<file path="src/rtl/y86_pkg.sv">
// Shared Y86-64 definitions: icodes, status codes, sequencer states and memory-icode lookup.
// Pure declarations, no logic or timing of its own.
package y86_pkg;

    localparam logic [3:0] ICODE_HALT   = 4'h0;
    localparam logic [3:0] ICODE_NOP    = 4'h1;
    localparam logic [3:0] ICODE_RRMOVQ = 4'h2;
    localparam logic [3:0] ICODE_IRMOVQ = 4'h3;
    localparam logic [3:0] ICODE_RMMOVQ = 4'h4;
    localparam logic [3:0] ICODE_MRMOVQ = 4'h5;
    localparam logic [3:0] ICODE_OPQ    = 4'h6;
    localparam logic [3:0] ICODE_JXX    = 4'h7;
    localparam logic [3:0] ICODE_CALL   = 4'h8;
    localparam logic [3:0] ICODE_RET    = 4'h9;
    localparam logic [3:0] ICODE_PUSHQ  = 4'hA;
    localparam logic [3:0] ICODE_POPQ   = 4'hB;

    localparam logic [2:0] STAT_AOK = 3'd1;
    localparam logic [2:0] STAT_HLT = 3'd2;
    localparam logic [2:0] STAT_ADR = 3'd3;
    localparam logic [2:0] STAT_INS = 3'd4;

    typedef enum logic [2:0] {
        S_IDLE = 3'd0,
        S_F    = 3'd1,
        S_D    = 3'd2,
        S_E    = 3'd3,
        S_M    = 3'd4,
        S_W    = 3'd5,
        S_HALT = 3'd6
    } state_t;

    function automatic logic mem_icode(input logic [3:0] ic);
        return (ic == ICODE_RMMOVQ) || (ic == ICODE_MRMOVQ) ||
               (ic == ICODE_CALL)   || (ic == ICODE_RET)    ||
               (ic == ICODE_PUSHQ)  || (ic == ICODE_POPQ);
    endfunction

endpackage

</file>
<file path="src/rtl/y86_seq_ctrl_if.sv">
// Sequencer-side bundle: fetch/execute/memory results in, PC, stage enables and status out.
// master = sequencer; slave = surrounding datapath and memory model.
interface y86_seq_ctrl_if;

    logic        start;
    logic [3:0]  icode;
    logic        instr_valid;
    logic        imem_error;
    logic        hlt;
    logic [63:0] valC;
    logic [63:0] valP;
    logic        Cnd;
    logic [63:0] valM;
    logic        dmem_ack;
    logic        dmem_error;

    logic [63:0] PC;
    logic        f_en;
    logic        d_en;
    logic        e_en;
    logic        m_en;
    logic        w_en;
    logic        dmem_req;
    logic [2:0]  stat;
    logic        running;
    logic [31:0] instr_count;

    modport master (
        input  start, icode, instr_valid, imem_error, hlt, valC, valP,
               Cnd, valM, dmem_ack, dmem_error,
        output PC, f_en, d_en, e_en, m_en, w_en, dmem_req, stat, running,
               instr_count
    );

    modport slave (
        output start, icode, instr_valid, imem_error, hlt, valC, valP,
               Cnd, valM, dmem_ack, dmem_error,
        input  PC, f_en, d_en, e_en, m_en, w_en, dmem_req, stat, running,
               instr_count
    );

endinterface

</file>
<file path="src/rtl/y86_pc_sel.sv">
// Combinational next-PC select for call/jXX/ret/fall-through.
// Zero latency; no handshake.
module y86_pc_sel
    import y86_pkg::*;
(
    input  logic [3:0]  i_icode,
    input  logic        i_cnd,
    input  logic [63:0] i_valc,
    input  logic [63:0] i_valp,
    input  logic [63:0] i_valm,
    output logic [63:0] o_new_pc
);

    always_comb begin
        o_new_pc = i_valp;
        case (i_icode)
            ICODE_CALL: o_new_pc = i_valc;
            ICODE_JXX:  o_new_pc = i_cnd ? i_valc : i_valp;
            ICODE_RET:  o_new_pc = i_valm;
            default:    o_new_pc = i_valp;
        endcase
    end

endmodule

</file>
<file path="src/rtl/y86_seq_ctrl.sv">
// Multi-cycle F/D/E/M/W sequencer owning PC, status and retire count; 5 cycles per instruction
// plus data-memory ack latency; dmem_req is held until ack or MEM_TIMEOUT request cycles elapse.
module y86_seq_ctrl
    import y86_pkg::*;
#(
    parameter logic [63:0] RESET_PC    = 64'd0,
    parameter int          MEM_TIMEOUT = 15
) (
    input  logic           clk,
    input  logic           rst_n,
    y86_seq_ctrl_if.master bus
);

    localparam logic [7:0] WAIT_LAST = 8'(MEM_TIMEOUT - 1);

    state_t      r_state;
    state_t      w_next_state;
    logic [2:0]  w_halt_stat;
    logic [63:0] r_pc;
    logic [2:0]  r_stat;
    logic [31:0] r_count;
    logic [7:0]  r_wait;
    logic [3:0]  r_icode;
    logic [63:0] r_valc;
    logic [63:0] r_valp;
    logic [63:0] r_valm;
    logic        r_cnd;
    logic        w_is_mem;
    logic [63:0] w_new_pc;

    assign w_is_mem = mem_icode(r_icode);

    y86_pc_sel u_pc_sel (
        .i_icode  (r_icode),
        .i_cnd    (r_cnd),
        .i_valc   (r_valc),
        .i_valp   (r_valp),
        .i_valm   (r_valm),
        .o_new_pc (w_new_pc)
    );

    always_comb begin
        w_next_state = r_state;
        w_halt_stat  = r_stat;
        case (r_state)
            S_IDLE: if (bus.start) w_next_state = S_F;
            S_F: begin
                // Fault priority: imem_error beats invalid instruction beats halt.
                if (bus.imem_error) begin
                    w_next_state = S_HALT;
                    w_halt_stat  = STAT_ADR;
                end else if (!bus.instr_valid) begin
                    w_next_state = S_HALT;
                    w_halt_stat  = STAT_INS;
                end else if (bus.hlt) begin
                    w_next_state = S_HALT;
                    w_halt_stat  = STAT_HLT;
                end else begin
                    w_next_state = S_D;
                end
            end
            S_D: w_next_state = S_E;
            S_E: w_next_state = S_M;
            S_M: begin
                if (!w_is_mem) begin
                    w_next_state = S_W;
                end else if (bus.dmem_ack) begin
                    w_next_state = bus.dmem_error ? S_HALT : S_W;
                    if (bus.dmem_error) w_halt_stat = STAT_ADR;
                end else if (r_wait == WAIT_LAST) begin
                    w_next_state = S_HALT;
                    w_halt_stat  = STAT_ADR;
                end
            end
            S_W:     w_next_state = S_F;
            S_HALT:  w_next_state = S_HALT;
            default: w_next_state = S_IDLE;
        endcase
    end

    always_ff @(posedge clk) begin
        if (!rst_n) begin
            r_state <= S_IDLE;
            r_pc    <= RESET_PC;
            r_stat  <= STAT_AOK;
            r_count <= 32'd0;
            r_wait  <= 8'd0;
            r_icode <= ICODE_NOP;
            r_valc  <= 64'd0;
            r_valp  <= 64'd0;
            r_valm  <= 64'd0;
            r_cnd   <= 1'b0;
        end else begin
            r_state <= w_next_state;
            if (r_state == S_F) begin
                r_icode <= bus.icode;
                r_valc  <= bus.valC;
                r_valp  <= bus.valP;
            end
            if (r_state == S_E) r_cnd <= bus.Cnd;
            if (r_state == S_M && w_is_mem && bus.dmem_ack) r_valm <= bus.valM;
            if (r_state == S_M && w_is_mem && w_next_state == S_M) begin
                r_wait <= r_wait + 8'd1;
            end else begin
                r_wait <= 8'd0;
            end
            if (r_state != S_HALT && w_next_state == S_HALT) r_stat <= w_halt_stat;
            if (r_state == S_W) begin
                r_pc    <= w_new_pc;
                r_count <= r_count + 32'd1;
            end
        end
    end

    assign bus.PC          = r_pc;
    assign bus.stat        = r_stat;
    assign bus.instr_count = r_count;
    assign bus.f_en        = (r_state == S_F);
    assign bus.d_en        = (r_state == S_D);
    assign bus.e_en        = (r_state == S_E);
    assign bus.m_en        = (r_state == S_M);
    assign bus.w_en        = (r_state == S_W);
    assign bus.dmem_req    = (r_state == S_M) && w_is_mem;
    assign bus.running     = (r_state == S_F) || (r_state == S_D) || (r_state == S_E) ||
                             (r_state == S_M) || (r_state == S_W);

endmodule
</file>
<file path="src/flat_wrapper.sv">
// flat-port wrapper written by rule: the top's interface ports become plain ports
module y86_seq_ctrl_flat import y86_pkg::*;
#(
    parameter logic [63:0] RESET_PC    = 64'd0,
    parameter int          MEM_TIMEOUT = 15
)
  (clk, rst_n, bus_start, bus_icode, bus_instr_valid, bus_imem_error, bus_hlt, bus_valC, bus_valP, bus_Cnd, bus_valM, bus_dmem_ack, bus_dmem_error, bus_PC, bus_f_en, bus_d_en, bus_e_en, bus_m_en, bus_w_en, bus_dmem_req, bus_stat, bus_running, bus_instr_count);
  y86_seq_ctrl_if bus_i ();
  input  logic clk;
  input  logic rst_n;
  input wire logic [$bits(bus_i.start)-1:0] bus_start;
  input wire logic [$bits(bus_i.icode)-1:0] bus_icode;
  input wire logic [$bits(bus_i.instr_valid)-1:0] bus_instr_valid;
  input wire logic [$bits(bus_i.imem_error)-1:0] bus_imem_error;
  input wire logic [$bits(bus_i.hlt)-1:0] bus_hlt;
  input wire logic [$bits(bus_i.valC)-1:0] bus_valC;
  input wire logic [$bits(bus_i.valP)-1:0] bus_valP;
  input wire logic [$bits(bus_i.Cnd)-1:0] bus_Cnd;
  input wire logic [$bits(bus_i.valM)-1:0] bus_valM;
  input wire logic [$bits(bus_i.dmem_ack)-1:0] bus_dmem_ack;
  input wire logic [$bits(bus_i.dmem_error)-1:0] bus_dmem_error;
  output wire logic [$bits(bus_i.PC)-1:0] bus_PC;
  output wire logic [$bits(bus_i.f_en)-1:0] bus_f_en;
  output wire logic [$bits(bus_i.d_en)-1:0] bus_d_en;
  output wire logic [$bits(bus_i.e_en)-1:0] bus_e_en;
  output wire logic [$bits(bus_i.m_en)-1:0] bus_m_en;
  output wire logic [$bits(bus_i.w_en)-1:0] bus_w_en;
  output wire logic [$bits(bus_i.dmem_req)-1:0] bus_dmem_req;
  output wire logic [$bits(bus_i.stat)-1:0] bus_stat;
  output wire logic [$bits(bus_i.running)-1:0] bus_running;
  output wire logic [$bits(bus_i.instr_count)-1:0] bus_instr_count;
  assign bus_i.start = bus_start;
  assign bus_i.icode = bus_icode;
  assign bus_i.instr_valid = bus_instr_valid;
  assign bus_i.imem_error = bus_imem_error;
  assign bus_i.hlt = bus_hlt;
  assign bus_i.valC = bus_valC;
  assign bus_i.valP = bus_valP;
  assign bus_i.Cnd = bus_Cnd;
  assign bus_i.valM = bus_valM;
  assign bus_i.dmem_ack = bus_dmem_ack;
  assign bus_i.dmem_error = bus_dmem_error;
  assign bus_PC = bus_i.PC;
  assign bus_f_en = bus_i.f_en;
  assign bus_d_en = bus_i.d_en;
  assign bus_e_en = bus_i.e_en;
  assign bus_m_en = bus_i.m_en;
  assign bus_w_en = bus_i.w_en;
  assign bus_dmem_req = bus_i.dmem_req;
  assign bus_stat = bus_i.stat;
  assign bus_running = bus_i.running;
  assign bus_instr_count = bus_i.instr_count;
  y86_seq_ctrl #(.RESET_PC(RESET_PC), .MEM_TIMEOUT(MEM_TIMEOUT)) u_core (.clk(clk), .rst_n(rst_n), .bus(bus_i));
endmodule
</file>
<file path="config.mk">
export PLATFORM = sky130hd
export DESIGN_NAME = y86_seq_ctrl_flat
export DESIGN_NICKNAME = d
export VERILOG_FILES = /design/src/rtl/y86_pkg.sv /design/src/rtl/y86_seq_ctrl_if.sv /design/src/rtl/y86_pc_sel.sv /design/src/rtl/y86_seq_ctrl.sv /design/src/flat_wrapper.sv
export SDC_FILE = /design/constraint.sdc
export NUM_CORES = 1
export LEC_CHECK = 0
export BUFFER_PORTS_ARGS = -buffer_cell sky130_fd_sc_hd__buf_2
export CAP_MARGIN = 0
export CORE_UTILIZATION = 38
export CTS_CLUSTER_SIZE = 10
export DETAILED_ROUTE_END_ITERATION = 8
export SLEW_MARGIN = 20
export SYNTH_ARGS = -nofsm -noshare
export SYNTH_HDL_FRONTEND = slang
export SYNTH_SLANG_ARGS = --single-unit
</file>
<file path="constraint.sdc">
create_clock -name clk -period 3 [get_ports clk]
set_input_delay 0.45 -clock clk [delete_from_list [all_inputs] [get_ports clk]]
set_output_delay 0.45 -clock clk [all_outputs]
set_load 0.05 [all_outputs]
</file>
# After elaboration in Yosys (flattened, before gate mapping)
# Index checks and enable logic that the tools add are counted.
# W data, S select, Z words.
[totals] wordCells=69 inputBits=205 output_inout_bits=106 regBits=307
[op_classes] n_addsub=2 n_mux=19 reduce_logical=17 eq_ne=21
[ops] operator="$pmux W64 S3" count=1
[ops] operator="$mux W64" count=1
[ops] operator="$mux W3" count=14
[ops] operator="$add A32 B1 Y32 const B" count=1
[ops] operator="$pmux W3 S7" count=1
[ops] operator="$eq A4 B4 Y1 const B" count=4
[ops] operator="$eq A3 B3 Y1 const B" count=5
[ops] operator="$eq A4 B3 Y1 const B" count=3
[ops] operator="$logic_or A1 B1 Y1" count=9
[ops] operator="$add A8 B1 Y8 const B" count=1
[ops] operator="$eq A8 B4 Y1 const B" count=1
[ops] operator="$eq A3 B2 Y1 const B" count=2
[ops] operator="$ne A3 B3 Y1 const B" count=2
[ops] operator="$pmux W3 S2" count=1
[ops] operator="$reduce_and A6 Y1" count=1
[ops] operator="$logic_and A1 B1 Y1" count=4
[ops] operator="$ne A4 B4 Y1 const B" count=1
[ops] operator="$eq A3 B1 Y1 const B" count=1
[ops] operator="$logic_not A3 Y1" count=1
[ops] operator="$ne A3 B2 Y1 const B" count=1
[ops] operator="$mux W2" count=1
[ops] operator="$ne A2 B1 Y1 const B" count=1
[ops] operator="$reduce_and A2 Y1" count=1
[ops] operator="$reduce_bool A2 Y1" count=1

# Logic depth before layout (Yosys ltp)
# Gate-level depths: netlist of the first run.
[logic_depth] word_depth=11 mapped_depth=9 mapped_depth_nobuf=7

# Modules after synthesis
# A second synthesis of the first run with hierarchy kept.
[hier_totals] hier_cells=1691 hier_area_um2=13400.4
[modules_own_cells] mod="y86_seq_ctrl" seq_area_each_um2=6145.9 area_per_inst_um2=11055.6 cells_per_inst=1382 n_inst=1
[modules_own_cells] mod="y86_pc_sel" seq_area_each_um2=0.0 area_per_inst_um2=2344.7 cells_per_inst=309 n_inst=1

# Worst setup path after synthesis of the first run
# OpenSTA, ideal clock, no wires.
[synth_path] path_type="register to register" from="reg u_core.r_state[2]" to="reg u_core.r_valm[10]" t_required_ns=2.857 setup_time_ns=0.143 period_less_slack_ns=2.579 path_slack_ns=0.421 stages_incl_launch_ff=8 n_path_buf=2 t_arrival_ns=2.436 path_cell_list="dfxtp_1 > buf_4 > nor3b_2 > a21boi_4 > nand2_1 > clkbuf_1 > nand2_1 > a21oi_2"
[synth_between] elab_chain_len=3
[synth_lines] item="start, declared" line="y86_seq_ctrl.sv:16" text="state_t r_state;"
[synth_lines] item="start signal, assigned" line="y86_seq_ctrl.sv:94" text="r_state <= w_next_state;"
[synth_lines] item="$eq A3 B3 Y1"
[synth_lines] item="net bus_m_en" line="flat_wrapper.sv:26" text="output wire logic [$bits(bus_i.m_en)-1:0] bus_m_en;"
[synth_lines] item="$logic_and A1 B1 Y1" line="y86_seq_ctrl.sv:101" text="if (r_state == S_M && w_is_mem && bus.dmem_ack) r_valm <= bus.valM;"
[synth_lines] item="net bus_dmem_req" line="flat_wrapper.sv:28" text="output wire logic [$bits(bus_i.dmem_req)-1:0] bus_dmem_req;"
[synth_lines] item="$logic_and A1 B1 Y1" line="y86_seq_ctrl.sv:101"
[synth_lines] item="end signal, assigned" line="y86_seq_ctrl.sv:101"
[synth_lines] item="end, declared" line="y86_seq_ctrl.sv:26" text="logic [63:0] r_valm;"
# The timed path passes the listed nets, and every way through them passes these cells.
# A chain may end at the register's enable or synchronous reset.

# Worst setup path in the final report of the first run
[layout_path] from="reg u_core.r_state[0]" to="out bus_f_en"
[layout_between] elab_chain_len=1
[layout_lines] item="$eq A3 B1 Y1" line="y86_seq_ctrl.sv:118" text="assign bus.f_en = (r_state == S_F);"
[layout_lines] item="end, declared" line="flat_wrapper.sv:23" text="output wire logic [$bits(bus_i.f_en)-1:0] bus_f_en;"
# Every way passes these cells.

==> results of run 1 <==
[final timing paths]
kind	cells after the start	slack, ns	to
max	4	0.23	bus_f_en
min	3	0.18	u_core.r_valm[31]
max reg2reg	6	0.66	u_core.r_valc[27]
min reg2reg	2	0.44	u_core.bus.PC[45]
[cell type report]
class,instances,area (sq um)
fill,3130,16700
sequential,307,6150
multi-input combinational,1041,5560
timing repair buffer,326,1750
clock buffer,46,1000
tap,402,503
inverter,10,47.5
antenna,9,22.5
[cell usage in the layout, fill, tap and decap left out, types with 5 or more instances in the layout]
| cell type | count |
|---|---|
| xor2_1 | 8 |
| o21ai_0 | 70 |
| a221oi_1 | 64 |
| dfxtp_1 | 307 |
| and4_1 | 6 |
| nor2_1 | 44 |
| clkbuf_16 | 37 |
| nor3_1 | 11 |
| nand2_2 | 61 |
| buf_4 | 10 |
| inv_1 | 7 |
| diode_2 | 9 |
| or3_1 | 5 |
| a21oi_1 | 208 |
| xnor2_1 | 23 |
| clkbuf_1 | 5 |
| nand2_1 | 416 |
| a21oi_2 | 61 |
| nand3_1 | 10 |
| nand4_1 | 7 |
| buf_2 | 310 |
| buf_12 | 6 |
[report_power, final]
part / internal [mW] / switching, mW
Sequential: 4.38 / 0.172
Clock: 2.30 / 1.59
Combinational: 0.450 / 1.13
Total: 7.13 / 2.89
[sequential cells by signal (all words and copies together), names as in the netlist]
register / flops
u_core.r_valc: 64
u_core.r_state: 3
u_core.bus.PC: 64
u_core.bus.instr_count: 32
u_core.r_icode: 4
u_core.bus.stat: 3
u_core.r_valp: 64
u_core.r_cnd: 1
u_core.r_wait: 8
u_core.r_valm: 64
[Yosys cell counts (2+ instances only)]
cell type  number
or3_1           5
nand4_1         7
nand2_2        60
a221oi_1       64
clkbuf_1       92
dfxtp_1       307
nor4_1          4
nor3_1         11
a21oi_2        61
xor2_1          8
nor4_2          4
inv_2           3
nor2b_1         2
ha_1            3
xnor2_1        23
and3_1          2
mux2i_1         4
nand3_1        10
and2_1          5
and4_1          6
nor3b_2         2
o31ai_1         2
nand2b_1        5
nand2_1       417
nor2_1         44
o21ai_0        70
buf_2          11
inv_1           7
buf_12          7
a21oi_1       208
[metal layers]
metal	vias to the layer above	routed length [um]	GRT usage [%]
met1	5288	17000	30.1
met3	58	2170	3.81
met4	2	795	7.56
met2	332	17000	34.6
li1	5474	-	-
met5	-	13	0
[cell families after synthesis]
kind of cell	share of synthesized area [%]
compound gates	20.8
xor+xnor	2.21
fa+ha+maj	0.306
buf+inv	4.89
flops	50.0
mux	0.326
simple gates	21.4
[through the flow]
stage	util [%]	cell area, sq um	hold slack [ns]	cells	total power, mW
6_report	47.4	15000	0.176	2141	10.0
5_1_grt	47.4	15000	0.158	2139	10.5
4_1_cts	47.3	15000	0.156	2132	10.1
3_5_place_dp	44.2	14000	0.444	2086	6.22
3_3_place_gp	44.2	14000	0.437	2086	6.19
2_1_floorplan	-	12300	0.430	1471	5.68
[worst max-delay path, stage by stage (launching register included)]
cell and delay (ns):
dfxtp_1 0.49, nor2b_1 0.33, nand2b_4 0.31, inv_4 0.35, buf_2 0.33
==> impl_metrics.json, run 1 <==
{
  "synth_warnings": 0,
  "postSynth.asyncResetShare_pct": 0,
  "grt.total_usage_pct": 21.9,
  "drt-initial-drc-count": 702,
  "clk_latency_ns": 0.51,
  "die-area_sq_um": 33100,
  "power_density_nw_per_um2": 667,
  "areaGrowthSynthToFinish_pct": 22.3,
  "vias_per_cell": 5.21,
  "drt-total-wl_um": 36900,
  "netlist_area_sq_um": 12300,
  "synth.top_cell.area_share_pct": 50.0,
  "run_status": "completed",
  "ys_ff_latch": 307,
  "hp-class": "input port to flop",
  "grt_pass1_vias": 10525,
  "crit_path_end_kind": "primary output",
  "drive_gt1_share_pct": 29.5,
  "ys.flop_type": "dfxtp_1",
  "root_buffer": "clkbuf_16",
  "finalSetupViolations": 0,
  "ys_seq_area_share_pct": 50.0,
  "firstDrtPassIters": 7,
  "cp.arrival_ns": 2.32,
  "min_period_over_period_pct": 92.2,
  "cts_setup_buffers": 0,
  "crit_start": "u_core.r_state[0]",
  "start_util_pct": 38.7,
  "htree_num_levels": 2,
  "pin_count": 311,
  "netlist_instances": 1471,
  "rows": 65,
  "grt_pass1_wl_um": 58000,
  "finClkSkew_ns": 0.0210,
  "ctsResizeCount": 0,
  "cts_tree": "done",
  "hp-start": "bus_valM[31]",
  "setup_tns_ns": 0,
  "reg2reg_from": "u_core.r_state[0]",
  "dp_slack_ns": 0.666,
  "core_sq_um": 31700,
  "finalHoldViolCount": 0,
  "worst_pin_slew_ns": 1.04,
  "gp_congestion": 0.794,
  "layout.nets": 1931,
  "synthDistinctLibCells": 47,
  "setup_ws_ns": 0.233,
  "hold_buffers": 0,
  "grt_max_degree": 108,
  "overflow": 0,
  "cts.clk_slew.worst_paths_ns": 0.05,
  "startpoint_type": "flop",
  "avgSynthCellArea_sq_um": 8.35,
  "antenna_found_initial": 9,
  "critPathMaxFanout": 35,
  "max_freq_mhz": 361,
  "remaining_drc_errors": 0,
  "maxSlewHeadroom_pct": 30.6,
  "numCtsBuffers": 37,
  "postRouteAntennaNets": 0,
  "rsz0062_at_grt": "false",
  "p_leak_nw": 5.81,
  "synthTopCellsByArea": "dfxtp_1 50%, nand2_1 13%, a21oi_1 8.5%",
  "synth_top_cell_by_area": "dfxtp_1",
  "drv_slew": 0,
  "worst_ir_drop_vdd_mv": 0.411,
  "cp.required_ns": 2.55,
  "syn_nets": 1679,
  "cts_buffer_depth": 3,
  "die_w_um": 182,
  "finalCriticalPeriod_ns": 2.77,
  "die_height_um": 182,
  "dr_total_vias": 11154,
  "wl_per_cell_um": 17.2,
  "hpwlAfterDp_um": 23200,
  "cts_sinks": 307,
  "io_buffers": 310,
  "maxCapViolCount": 0,
  "synth_edf_count": 0,
  "critPathKind": "flop to primary output"
}
(Power assumes the default switching activity.)
==> inputs of run 2 (changes only) <==
--- a/config.mk
+++ b/config.mk
@@ -8,8 +8,10 @@
 export BUFFER_PORTS_ARGS = -buffer_cell sky130_fd_sc_hd__buf_2
 export CAP_MARGIN = 0
 export CORE_UTILIZATION = 38
+export CTS_BUF_LIST = sky130_fd_sc_hd__clkbuf_4 sky130_fd_sc_hd__clkbuf_8
 export CTS_CLUSTER_SIZE = 10
 export DETAILED_ROUTE_END_ITERATION = 8
+export SKIP_LAST_GASP = 1
 export SLEW_MARGIN = 20
 export SYNTH_ARGS = -nofsm -noshare
 export SYNTH_HDL_FRONTEND = slang
==> run 2 against run 1 <==
Setup slack got worse by 0.064 ns; clock power barely moved; clock skew barely moved; critical path depth did not move.
==> impl_metrics.json, run 2 (same netlist as run 1, synthesis figures left out) <==
{
  "p_sw_mw": 2.96,
  "max_freq_mhz": 353,
  "gp_congestion": 0.794,
  "finalHoldViolCount": 0,
  "cts_buffer_depth": 3,
  "min_period_over_period_pct": 94.4,
  "cts.clk_slew.worst_paths_ns": 0.06,
  "run_status": "completed",
  "path_cells": "nor2b_1, nand2b_4, inv_4, buf_2",
  "critPathKind": "flop to primary output",
  "drt-total-wl_um": 37200,
  "die-area_sq_um": 33100,
  "firstDrtPassIters": 7,
  "power_density_nw_per_um2": 663,
  "root_buffer": "clkbuf_8",
  "drv_slew": 0,
  "cpLargestDelayFamily": "buffers and inverters",
  "setup_ws_ns": 0.169,
  "cts_sinks": 307,
  "postRouteAntennaNets": 0,
  "antenna_found_initial": 11,
  "combPwrFrac_pct": 15.7,
  "hp-class": "input port to flop",
  "grt_max_degree": 108,
  "die_w_um": 182,
  "dp_slack_ns": 0.666,
  "switching_share_pct": 29.5,
  "cp.buffers_inverters": 2,
  "finalCriticalPeriod_ns": 2.83,
  "areaGrowthSynthToFinish_pct": 23.0,
  "cpPeakStageDelay_ns": 0.49,
  "setup_tns_ns": 0,
  "cts_tree": "done",
  "mostFrequentLayoutCell": "nand2_1",
  "die_height_um": 182,
  "p_leak_nw": 5.89,
  "vias_per_cell": 5.16,
  "hpwlAfterDp_um": 23200,
  "grt_pass1_vias": 10709,
  "rsz0062_at_grt": "false",
  "startpoint_type": "flop",
  "cp.arrival_ns": 2.38,
  "worst_pin_slew_ns": 1.06,
  "rows": 65,
  "clkPwrFrac_pct": 38.9,
  "overflow": 0,
  "grt.total_usage_pct": 22.0,
  "mostFrequentLayoutCells": "416 x nand2_1, 310 x buf_2, 307 x dfxtp_1",
  "dr_total_vias": 11247,
  "finClkSkew_ns": 0.0207,
  "power.internal_mw": 7.06,
  "critPathMaxFanout": 35,
  "grt_pass1_wl_um": 58500,
  "worst_ir_drop_vdd_mv": 0.328,
  "cts_setup_buffers": 0,
  "post-route-util_pct": 47.7,
  "htree_num_levels": 2,
  "layout.nets": 1947,
  "ctsResizeCount": 0,
  "numCtsBuffers": 53,
  "cp.required_ns": 2.55,
  "maxSlewHeadroom_pct": 29.3,
  "drt-initial-drc-count": 716,
  "pin_count": 311,
  "finalSetupViolations": 0,
  "wl_per_cell_um": 17.0,
  "remaining_drc_errors": 0,
  "drive_gt1_share_pct": 31.3,
  "core_sq_um": 31700,
  "cp_slowest_cell": "dfxtp_1",
  "start_util_pct": 38.7,
  "maxCapViolCount": 0,
  "clk_latency_ns": 0.58,
  "hold_buffers": 0,
  "crit_path_end_kind": "primary output",
  "io_buffers": 310,
  "seq_power_share_pct": 45.4
}
run 2: cell types whose count changed in the layout (fill, tap and decap cells not counted):
cell	delta
diode_2	+1
bufinv_16	+1
clkbuf_1	-5
clkbuf_8	+65
clkinv_2	+4
clkbuf_16	-37
clkinvlp_4	+1
clkbuf_4	+10
run 2: worst min-delay path: stages:
cell and delay, ns:
buf_2 0.09, nand2_1 0.04, a21oi_1 0.05
run 2: area by class of cell:
class / count / area, sq um
fill: 3134 / 16600
sequential: 307 / 6150
multi-input combinational: 1041 / 5560
timing repair buffer: 326 / 1750
clock buffer: 79 / 1020
tap: 402 / 503
clock inverter: 6 / 57.6
inverter: 10 / 47.5
antenna: 10 / 25.0
run 2: power groups by stage:
stage	sequential, mW	combinational, mW	clock [mW]
finish	4.55	1.58	3.90
global route	4.58	1.73	4.19
CTS	4.55	1.59	4.00
detailed placement	4.63	1.59	0
global placement	4.62	1.57	0
floorplan	4.80	0.877	0
run 2: stage by stage:
stage / cell area (sq um) / power (mW) / hold slack [ns] / std cells
after global placement: 14000 / 6.19 / 0.437 / 2086
after floorplan: 12300 / 5.68 / 0.430 / 1471
final: 15100 / 10.0 / 0.105 / 2181
after CTS: 15100 / 10.1 / 0.0744 / 2171
after global routing: 15100 / 10.5 / 0.0819 / 2180
after detailed placement: 14000 / 6.22 / 0.444 / 2086
run 2: final timing paths:
| kind | from | end | slack [ns] | depth (start not counted) |
|---|---|---|---|---|
| worst max-delay path | u_core.r_state[0] | bus_f_en | 0.17 | 4 |
| worst max register to register | u_core.r_state[0] | u_core.r_valc[27] | 0.65 | 6 |
| worst min-delay path | bus_valC[21] | u_core.r_valc[21] | 0.11 | 3 |
| worst min register to register | u_core.r_valc[51] | u_core.bus.PC[51] | 0.44 | 2 |
run 2: routing by layer:
| layer | up-vias | global-route usage (%) | routed length (um) |
|---|---|---|---|
| met5 | - | 0 | 13 |
| met4 | 2 | 8.34 | 823 |
| met3 | 62 | 4.07 | 2220 |
| met2 | 332 | 34.5 | 17000 |
| met1 | 5329 | 29.9 | 17100 |
| li1 | 5522 | - | - |
